--- src/rtl/character_sprite_fetch_if.sv ---
// Slot table read port: the fetch block drives slot_sel and the table answers combinationally.
interface character_sprite_fetch_if #(
  parameter int SLOTS = 8
);
  localparam int SEL_W = (SLOTS > 1) ? $clog2(SLOTS) : 1;

  logic [SEL_W-1:0] slot_sel;
  logic [9:0]       slot_x;
  logic [9:0]       slot_y;
  logic [2:0]       slot_type;
  logic [3:0]       slot_state;
  logic             slot_army;

  modport master (
    output slot_sel,
    input  slot_x, slot_y, slot_type, slot_state, slot_army
  );

  modport slave (
    input  slot_sel,
    output slot_x, slot_y, slot_type, slot_state, slot_army
  );
endinterface

--- src/rtl/character_sprite_fetch.sv ---
// Sprite ROM address generator: an hblank slot scan builds the next line's character list, and
// active video picks the covering character per pixel. Build macro CHAR_MIRROR_EN mirrors enemies.
module character_sprite_fetch #(
  parameter int SLOTS    = 8,
  parameter int LINE_MAX = 4,
  parameter int SPR_W    = 64,
  parameter int SPR_H    = 64
) (
  input  logic                     clk,
  input  logic                     rst_n,
  input  logic [9:0]               h_cnt,
  input  logic [9:0]               v_cnt,
  character_sprite_fetch_if.master slot,
  output logic                     pix_hit,
  output logic                     pix_army,
  output logic [2:0]               pix_type,
  output logic [12:0]              pix_addr,
  output logic                     scan_busy,
  output logic                     line_ovf
);
  localparam int SEL_W = (SLOTS > 1) ? $clog2(SLOTS) : 1;
  localparam int COL_W = (SPR_W > 1) ? $clog2(SPR_W) : 1;
  localparam int ROW_W = (SPR_H > 1) ? $clog2(SPR_H) : 1;
  localparam int CNT_W = $clog2(LINE_MAX + 1);

  localparam logic [9:0] H_ACT  = 10'd640;
  localparam logic [9:0] V_ACT  = 10'd480;
  localparam logic [9:0] V_LAST = 10'd524;

`ifdef CHAR_MIRROR_EN
  localparam logic MIRROR_ENEMY = 1'b1;
`else
  localparam logic MIRROR_ENEMY = 1'b0;
`endif

  typedef enum logic [0:0] {
    IDLE = 1'b0,
    SCAN = 1'b1
  } state_t;

  state_t state_q, state_d;

  logic [9:0]       prev_h_q;
  logic [SEL_W-1:0] idx_q;
  logic [CNT_W-1:0] cnt_q;
  logic             ovf_q;
  logic [9:0]       tgt_q;

  logic [LINE_MAX-1:0] ent_vld_q;
  logic [LINE_MAX-1:0] ent_army_q;
  logic [9:0]          ent_x_q    [LINE_MAX];
  logic [ROW_W-1:0]    ent_row_q  [LINE_MAX];
  logic [2:0]          ent_type_q [LINE_MAX];

  logic start, enter, slot_hit;

  logic        active_p0, vld_p0, army_p0;
  logic [2:0]  type_p0;
  logic [12:0] addr_p0;

  logic        vld_p1, army_p1;
  logic [2:0]  type_p1;
  logic [12:0] addr_p1;

  // Sprite words are stored row-major with power-of-two width, so the address is a plain concat.
  function automatic logic [12:0] make_addr(input logic [ROW_W-1:0] row,
                                            input logic [COL_W-1:0] col,
                                            input logic             mirror);
    logic [COL_W-1:0] c;
    c = mirror ? ~col : col;
    return 13'({row, c});
  endfunction

  assign start    = (h_cnt == H_ACT) && (prev_h_q != H_ACT);
  assign enter    = (state_q == IDLE) && start;
  assign slot_hit = (state_q == SCAN) && (slot.slot_state != 4'd0) &&
                    (tgt_q >= slot.slot_y) && (32'(tgt_q - slot.slot_y) < SPR_H);

  assign slot.slot_sel = idx_q;

  always_ff @(posedge clk or negedge rst_n) begin
    if (!rst_n) begin
      state_q <= IDLE;
    end else begin
      state_q <= state_d;
    end
  end

  always_comb begin
    state_d   = state_q;
    scan_busy = 1'b0;
    unique case (state_q)
      IDLE: begin
        if (start) begin
          state_d = SCAN;
        end
      end
      SCAN: begin
        scan_busy = 1'b1;
        if (idx_q == SEL_W'(SLOTS - 1)) begin
          state_d = IDLE;
        end
      end
      default: state_d = IDLE;
    endcase
  end

  // List control: the scan index wraps back to 0 on the last slot, leaving slot_sel at 0 when idle.
  always_ff @(posedge clk or negedge rst_n) begin
    if (!rst_n) begin
      prev_h_q  <= '0;
      idx_q     <= '0;
      cnt_q     <= '0;
      ovf_q     <= 1'b0;
      ent_vld_q <= '0;
    end else begin
      prev_h_q <= h_cnt;
      if (enter) begin
        idx_q     <= '0;
        cnt_q     <= '0;
        ovf_q     <= 1'b0;
        ent_vld_q <= '0;
      end else if (state_q == SCAN) begin
        idx_q <= idx_q + SEL_W'(1);
        if (slot_hit) begin
          if (cnt_q == CNT_W'(LINE_MAX)) begin
            ovf_q <= 1'b1;
          end else begin
            cnt_q <= cnt_q + CNT_W'(1);
            for (int i = 0; i < LINE_MAX; i++) begin
              if (cnt_q == CNT_W'(i)) begin
                ent_vld_q[i] <= 1'b1;
              end
            end
          end
        end
      end
    end
  end

  // List payload only matters where ent_vld_q is set, so it carries no reset.
  always_ff @(posedge clk) begin
    if (enter) begin
      tgt_q <= (v_cnt == V_LAST) ? 10'd0 : v_cnt + 10'd1;
    end
    if (slot_hit) begin
      for (int i = 0; i < LINE_MAX; i++) begin
        if (cnt_q == CNT_W'(i)) begin
          ent_x_q[i]    <= slot.slot_x;
          ent_row_q[i]  <= ROW_W'(tgt_q - slot.slot_y);
          ent_type_q[i] <= slot.slot_type;
          ent_army_q[i] <= slot.slot_army;
        end
      end
    end
  end

  // Stage p0: parallel match of the current pixel against every valid entry, lowest index wins.
  assign active_p0 = (h_cnt < H_ACT) && (v_cnt < V_ACT);

  always_comb begin
    vld_p0  = 1'b0;
    army_p0 = 1'b0;
    type_p0 = '0;
    addr_p0 = '0;
    for (int i = LINE_MAX - 1; i >= 0; i--) begin
      if (active_p0 && ent_vld_q[i] && (h_cnt >= ent_x_q[i]) &&
          (32'(h_cnt - ent_x_q[i]) < SPR_W)) begin
        vld_p0  = 1'b1;
        army_p0 = ent_army_q[i];
        type_p0 = ent_type_q[i];
        addr_p0 = make_addr(ent_row_q[i], COL_W'(h_cnt - ent_x_q[i]),
                            MIRROR_ENEMY & ~ent_army_q[i]);
      end
    end
  end

  // Stage p1: registered ROM request, one clk behind the raster counters.
  always_ff @(posedge clk or negedge rst_n) begin
    if (!rst_n) begin
      vld_p1  <= 1'b0;
      army_p1 <= 1'b0;
      type_p1 <= '0;
      addr_p1 <= '0;
    end else begin
      vld_p1  <= vld_p0;
      army_p1 <= army_p0;
      type_p1 <= type_p0;
      addr_p1 <= addr_p0;
    end
  end

  assign pix_hit  = vld_p1;
  assign pix_army = army_p1;
  assign pix_type = type_p1;
  assign pix_addr = addr_p1;
  assign line_ovf = ovf_q;

endmodule

--- src/flat_wrapper.sv ---
// flat-port wrapper written by rule: the top's interface ports become plain ports
module character_sprite_fetch_flat 
#(
  parameter int SLOTS    = 8,
  parameter int LINE_MAX = 4,
  parameter int SPR_W    = 64,
  parameter int SPR_H    = 64
)
  (clk, rst_n, h_cnt, v_cnt, pix_hit, pix_army, pix_type, pix_addr, scan_busy, line_ovf, slot_slot_sel, slot_slot_x, slot_slot_y, slot_slot_type, slot_slot_state, slot_slot_army);
  character_sprite_fetch_if #(.SLOTS(SLOTS)) slot_i ();
  input  logic clk;
  input  logic rst_n;
  input  logic [9:0] h_cnt;
  input  logic [9:0] v_cnt;
  output logic pix_hit;
  output logic pix_army;
  output logic [2:0] pix_type;
  output logic [12:0] pix_addr;
  output logic scan_busy;
  output logic line_ovf;
  output wire logic [$bits(slot_i.slot_sel)-1:0] slot_slot_sel;
  input wire logic [$bits(slot_i.slot_x)-1:0] slot_slot_x;
  input wire logic [$bits(slot_i.slot_y)-1:0] slot_slot_y;
  input wire logic [$bits(slot_i.slot_type)-1:0] slot_slot_type;
  input wire logic [$bits(slot_i.slot_state)-1:0] slot_slot_state;
  input wire logic [$bits(slot_i.slot_army)-1:0] slot_slot_army;
  assign slot_slot_sel = slot_i.slot_sel;
  assign slot_i.slot_x = slot_slot_x;
  assign slot_i.slot_y = slot_slot_y;
  assign slot_i.slot_type = slot_slot_type;
  assign slot_i.slot_state = slot_slot_state;
  assign slot_i.slot_army = slot_slot_army;
  character_sprite_fetch #(.SLOTS(SLOTS), .LINE_MAX(LINE_MAX), .SPR_W(SPR_W), .SPR_H(SPR_H)) u_core (.clk(clk), .rst_n(rst_n), .h_cnt(h_cnt), .v_cnt(v_cnt), .slot(slot_i), .pix_hit(pix_hit), .pix_army(pix_army), .pix_type(pix_type), .pix_addr(pix_addr), .scan_busy(scan_busy), .line_ovf(line_ovf));
endmodule
--- config.mk ---
export PLATFORM = sky130hd
export DESIGN_NAME = character_sprite_fetch_flat
export DESIGN_NICKNAME = d
export VERILOG_FILES = /design/src/rtl/character_sprite_fetch_if.sv /design/src/rtl/character_sprite_fetch.sv /design/src/flat_wrapper.sv
export SDC_FILE = /design/constraint.sdc
export NUM_CORES = 1
export LEC_CHECK = 0
export CORE_ASPECT_RATIO = 0.8
export CORE_MARGIN = 8
export CORE_UTILIZATION = 59
export CTS_BUF_LIST = sky130_fd_sc_hd__clkbuf_4
export CTS_CLUSTER_DIAMETER = 150
export DETAILED_ROUTE_END_ITERATION = 7
export GPL_ROUTABILITY_DRIVEN = 0
export GPL_TIMING_DRIVEN = 0
export MAX_ROUTING_LAYER = met4
export PLACE_DENSITY = 0.82
export REMOVE_ABC_BUFFERS = 1
export SYNTH_ARGS = -nofsm -noshare
export SYNTH_HDL_FRONTEND = slang
export SYNTH_SLANG_ARGS = --single-unit
export TNS_END_PERCENT = 30
--- constraint.sdc ---
create_clock -name clk -period 3.8 [get_ports clk]
set_input_delay 1.14 -clock clk [delete_from_list [all_inputs] [get_ports clk]]
set_output_delay 1.14 -clock clk [all_outputs]
set_load 0.02 [all_outputs]
==> run_results.csv <==
group,metric,value,unit
worst_setup_path,cp.arrival,4200,ps
floorplan,die_area,16000,sq um
cells_and_area,finalNetCount,845,
cells_and_area,final_cell_mix,"102 x inv_1, 90 x edfxtp_1, 60 x clkdlybuf4s50_1",
clock_tree,tritoncts,"built",
timing,grt_setup_unrepaired,"yes",
floorplan,io_pins,73,
clock_tree,numCtsBuffers,17,
floorplan,die_x,139,microns
yosys,synthArstFlopShare,30.2,%
clock_tree,cts_root_buf,"clkbuf_4",
yosys,synth_enable_flop_cells,90,
yosys,syn_inst,632,
global_routing,grt_pass1_wl,26.4,mm
yosys,syn_area,7170,sq um
status,outcome,"complete, no violations",
timing,hold_ws,489,ps
detailed_routing,detail_route.first_pass.iterations,6,
clock_tree,path_clk_slew,130,ps
clock_tree,clk_path_buf_depth,2,
cells_and_area,final_common_cell,"inv_1",
global_routing,grtUsageTotal,21.9,%
detailed_routing,wirelength,16.9,mm
run,drv_cap,0,
placed_design,pre_cts_slack,-1720,ps
global_routing,antenna_found_initial,0,
clock_tree,h-tree-depth,4,
worst_setup_path,worstPathRequired,4230,ps
yosys,synth_seq_area_share,51.3,%
global_routing,grt_start_max_net_pins,22,
worst_hold_path,min_path_type,"reg2reg",
cells_and_area,antenna-diode-count,0,
power_and_ir_drop,ir_drop,201,uV
floorplan,die_y,115,microns
timing,setup_viol,0,
clock_tree,cts.sinks,129,
cells_and_area,fin_util,71.8,%
placed_design,dpl.hpwl,11.7,mm
power_and_ir_drop,leakage,3.72,nW
cells_and_area,fillers,826,
detailed_routing,wl_per_cell,18.9,microns
timing,period_needed,3770,ps
timing,slew_headroom,36.1,%
floorplan,fp.coreArea,12000,sq um
detailed_routing,vias,5205,
worst_setup_path,endpoint_kind,"register",
detailed_routing,drc_errors,0,
timing,finalSetupTns,0,ps
cells_and_area,syn_to_final_growth,20.4,%
timing,tightest_slew,950,ps
timing,fin_skew,19.1,ps
yosys,synth_area_per_cell,11.3,sq um
worst_setup_path,crit_path_start_kind,"input pin",
worst_setup_path,critical_path_class,"in2reg",
worst_setup_path,crit_path_max_fanout,17,
floorplan,start_util,59.6,%
yosys,synth_ff_type,"edfxtp_1",
timing,slew_violations,0,
yosys,yosysWarnings,0,
detailed_routing,ant_nets,0,
yosys,yosysUniqueCellTypes,67,
power_and_ir_drop,cellPowerDensity,330,nW/um^2
detailed_routing,drtIter0Drc,454,
cells_and_area,drive_gt1_share,13.6,%
timing,finalHoldViolCount,0,
detailed_routing,routed_via_density,5.81,
yosys,ys_seq_elements,129,
timing,post-route-period-util,99.3,%
placed_design,portBuffers,71,
global_routing,gr-total-overflow,0,
timing,fmax,265,MHz
clock_tree,cts_hold_buf,0,
global_routing,first_global_vias,5459,
floorplan,row_count,36,
clock_tree,clk_latency,560,ps
timing,layout_setup_ws,26.0,ps
## critical path, cell delays in order
cell and delay [ps]:
clkdlybuf4s15_2 220, inv_2 90, buf_4 130, ha_2 190, fa_2 210, nand2b_2 160
a21oi_4 70, or4_4 480, a21oi_2 160, xnor2_1 80, or3_4 520, mux2_2 320
a222oi_1 400
## flip-flops by register name, summed over array words and instances (netlist names)
register,count
u_core.cnt_q,3
u_core.ent_army_q,4
u_core.ent_row_q,24
u_core.ent_type_q,12
u_core.ent_vld_q,4
u_core.ent_x_q,40
u_core.line_ovf,1
u_core.pix_addr,12
u_core.pix_army,1
u_core.pix_hit,1
u_core.pix_type,3
u_core.prev_h_q,10
u_core.slot.slot_sel,3
u_core.state_q,1
u_core.tgt_q,10
## power by group
| group | switching [mW] | internal [mW] |
|---|---|---|
| Clock | 0.555 | 0.397 |
| Sequential | 0.0154 | 1.53 |
| Combinational | 0.194 | 0.167 |
| Total | 0.764 | 2.09 |
## cell type report
type                    instances  area, sq um  area share, %
flip-flops and latches        129         3680           42.6
multi-input cells             394         3220           37.3
repair buffers                 86          880           10.2
inverters                     103          387           4.48
well taps                     152          190           2.20
clock inverters                15          156           1.81
clock buffers                  17          128           1.48
## Yosys cell counts (3+ instances only)
cell type | number | share of area, %
a211oi_1 | 3 | 0.31
a21o_1 | 10 | 1.0
a21oi_1 | 19 | 1.3
a222oi_1 | 12 | 1.7
a31oi_1 | 4 | 0.35
and2_1 | 6 | 0.52
and3_1 | 7 | 0.61
clkbuf_1 | 3 | 0.16
dfrtp_1 | 39 | 14
edfxtp_1 | 90 | 38
fa_1 | 5 | 1.4
ha_1 | 59 | 10
inv_1 | 103 | 5.4
mux2_2 | 10 | 1.6
mux2_4 | 4 | 0.84
mux2i_1 | 9 | 1.3
nand2_1 | 41 | 2.1
nand2b_1 | 8 | 0.70
nand3_1 | 11 | 0.77
nand4_1 | 4 | 0.35
nor2_1 | 33 | 1.7
nor2b_1 | 12 | 1.0
nor3_1 | 6 | 0.42
nor4_1 | 7 | 0.61
nor4bb_1 | 3 | 0.42
o211ai_1 | 5 | 0.52
o21a_1 | 6 | 0.63
o21ai_0 | 28 | 2.0
o21bai_1 | 3 | 0.31
o41ai_1 | 3 | 0.37
or3_1 | 4 | 0.35
xnor2_1 | 20 | 2.4
xor2_1 | 12 | 1.5
## stage by stage
step,std cells,power [mW],cell area (sq um)
3_5_place_dp,849,1.92,8050
6_report,896,2.85,8640
4_1_cts,889,2.86,8540
5_1_grt,896,2.96,8640
2_1_floorplan,624,1.76,7110
3_3_place_gp,847,1.89,8010
## worst paths after layout
check / from / endpoint / slack [ps] / cells after the start
setup reg to reg: u_core.ent_x_q[3][5]$_DFFE_PP_ / u_core.pix_addr[11]$_DFF_PN0_ / 570 / 12
setup / recovery: h_cnt[0] / u_core.pix_addr[11]$_DFF_PN0_ / 30 / 13
hold reg to reg: u_core.ent_vld_q[2]$_DFFE_PN0P_ / u_core.ent_vld_q[2]$_DFFE_PN0P_ / 490 / 1
min in group asynchronous: rst_n / u_core.state_q$_DFF_PN0_ / 550 / 1
max in group asynchronous: rst_n / u_core.pix_addr[1]$_DFF_PN0_ / 2730 / 2
hold / removal: u_core.ent_vld_q[2]$_DFFE_PN0P_ / u_core.ent_vld_q[2]$_DFFE_PN0P_ / 490 / 1
## what timing repair did
item | 4_1_cts | 5_1_grt
setup buffers | 7 | 5
gates resized for setup | 34 | 17
pin swaps | 11 | 8
cloned | 1 | 2
endpoints found under the setup margin | 101 | 96
## metal layers
| layer | GRT usage (%) | share of wire, % |
|---|---|---|
| met5 | - | 0 |
| met2 | 38.7 | 51 |
| met1 | 24.0 | 42 |
| met4 | 7.15 | 1.2 |
| met3 | 5.33 | 6.0 |
## logic make-up after synthesis
| logic type | count (synthesis) | synth area share, % |
|---|---|---|
| and+or+nand+nor | 151 | 10.7 |
| DFF | 129 | 51.3 |
| AOI/OAI and AO/OA | 121 | 12.4 |
| buffers and inverters | 111 | 6.32 |
| adders and majority gates | 64 | 11.7 |
| xor gates and xnor gates | 32 | 3.91 |
| muxes | 23 | 3.66 |
| other | 1 | 0.0523 |
Power figures use the tool's default switching activity.
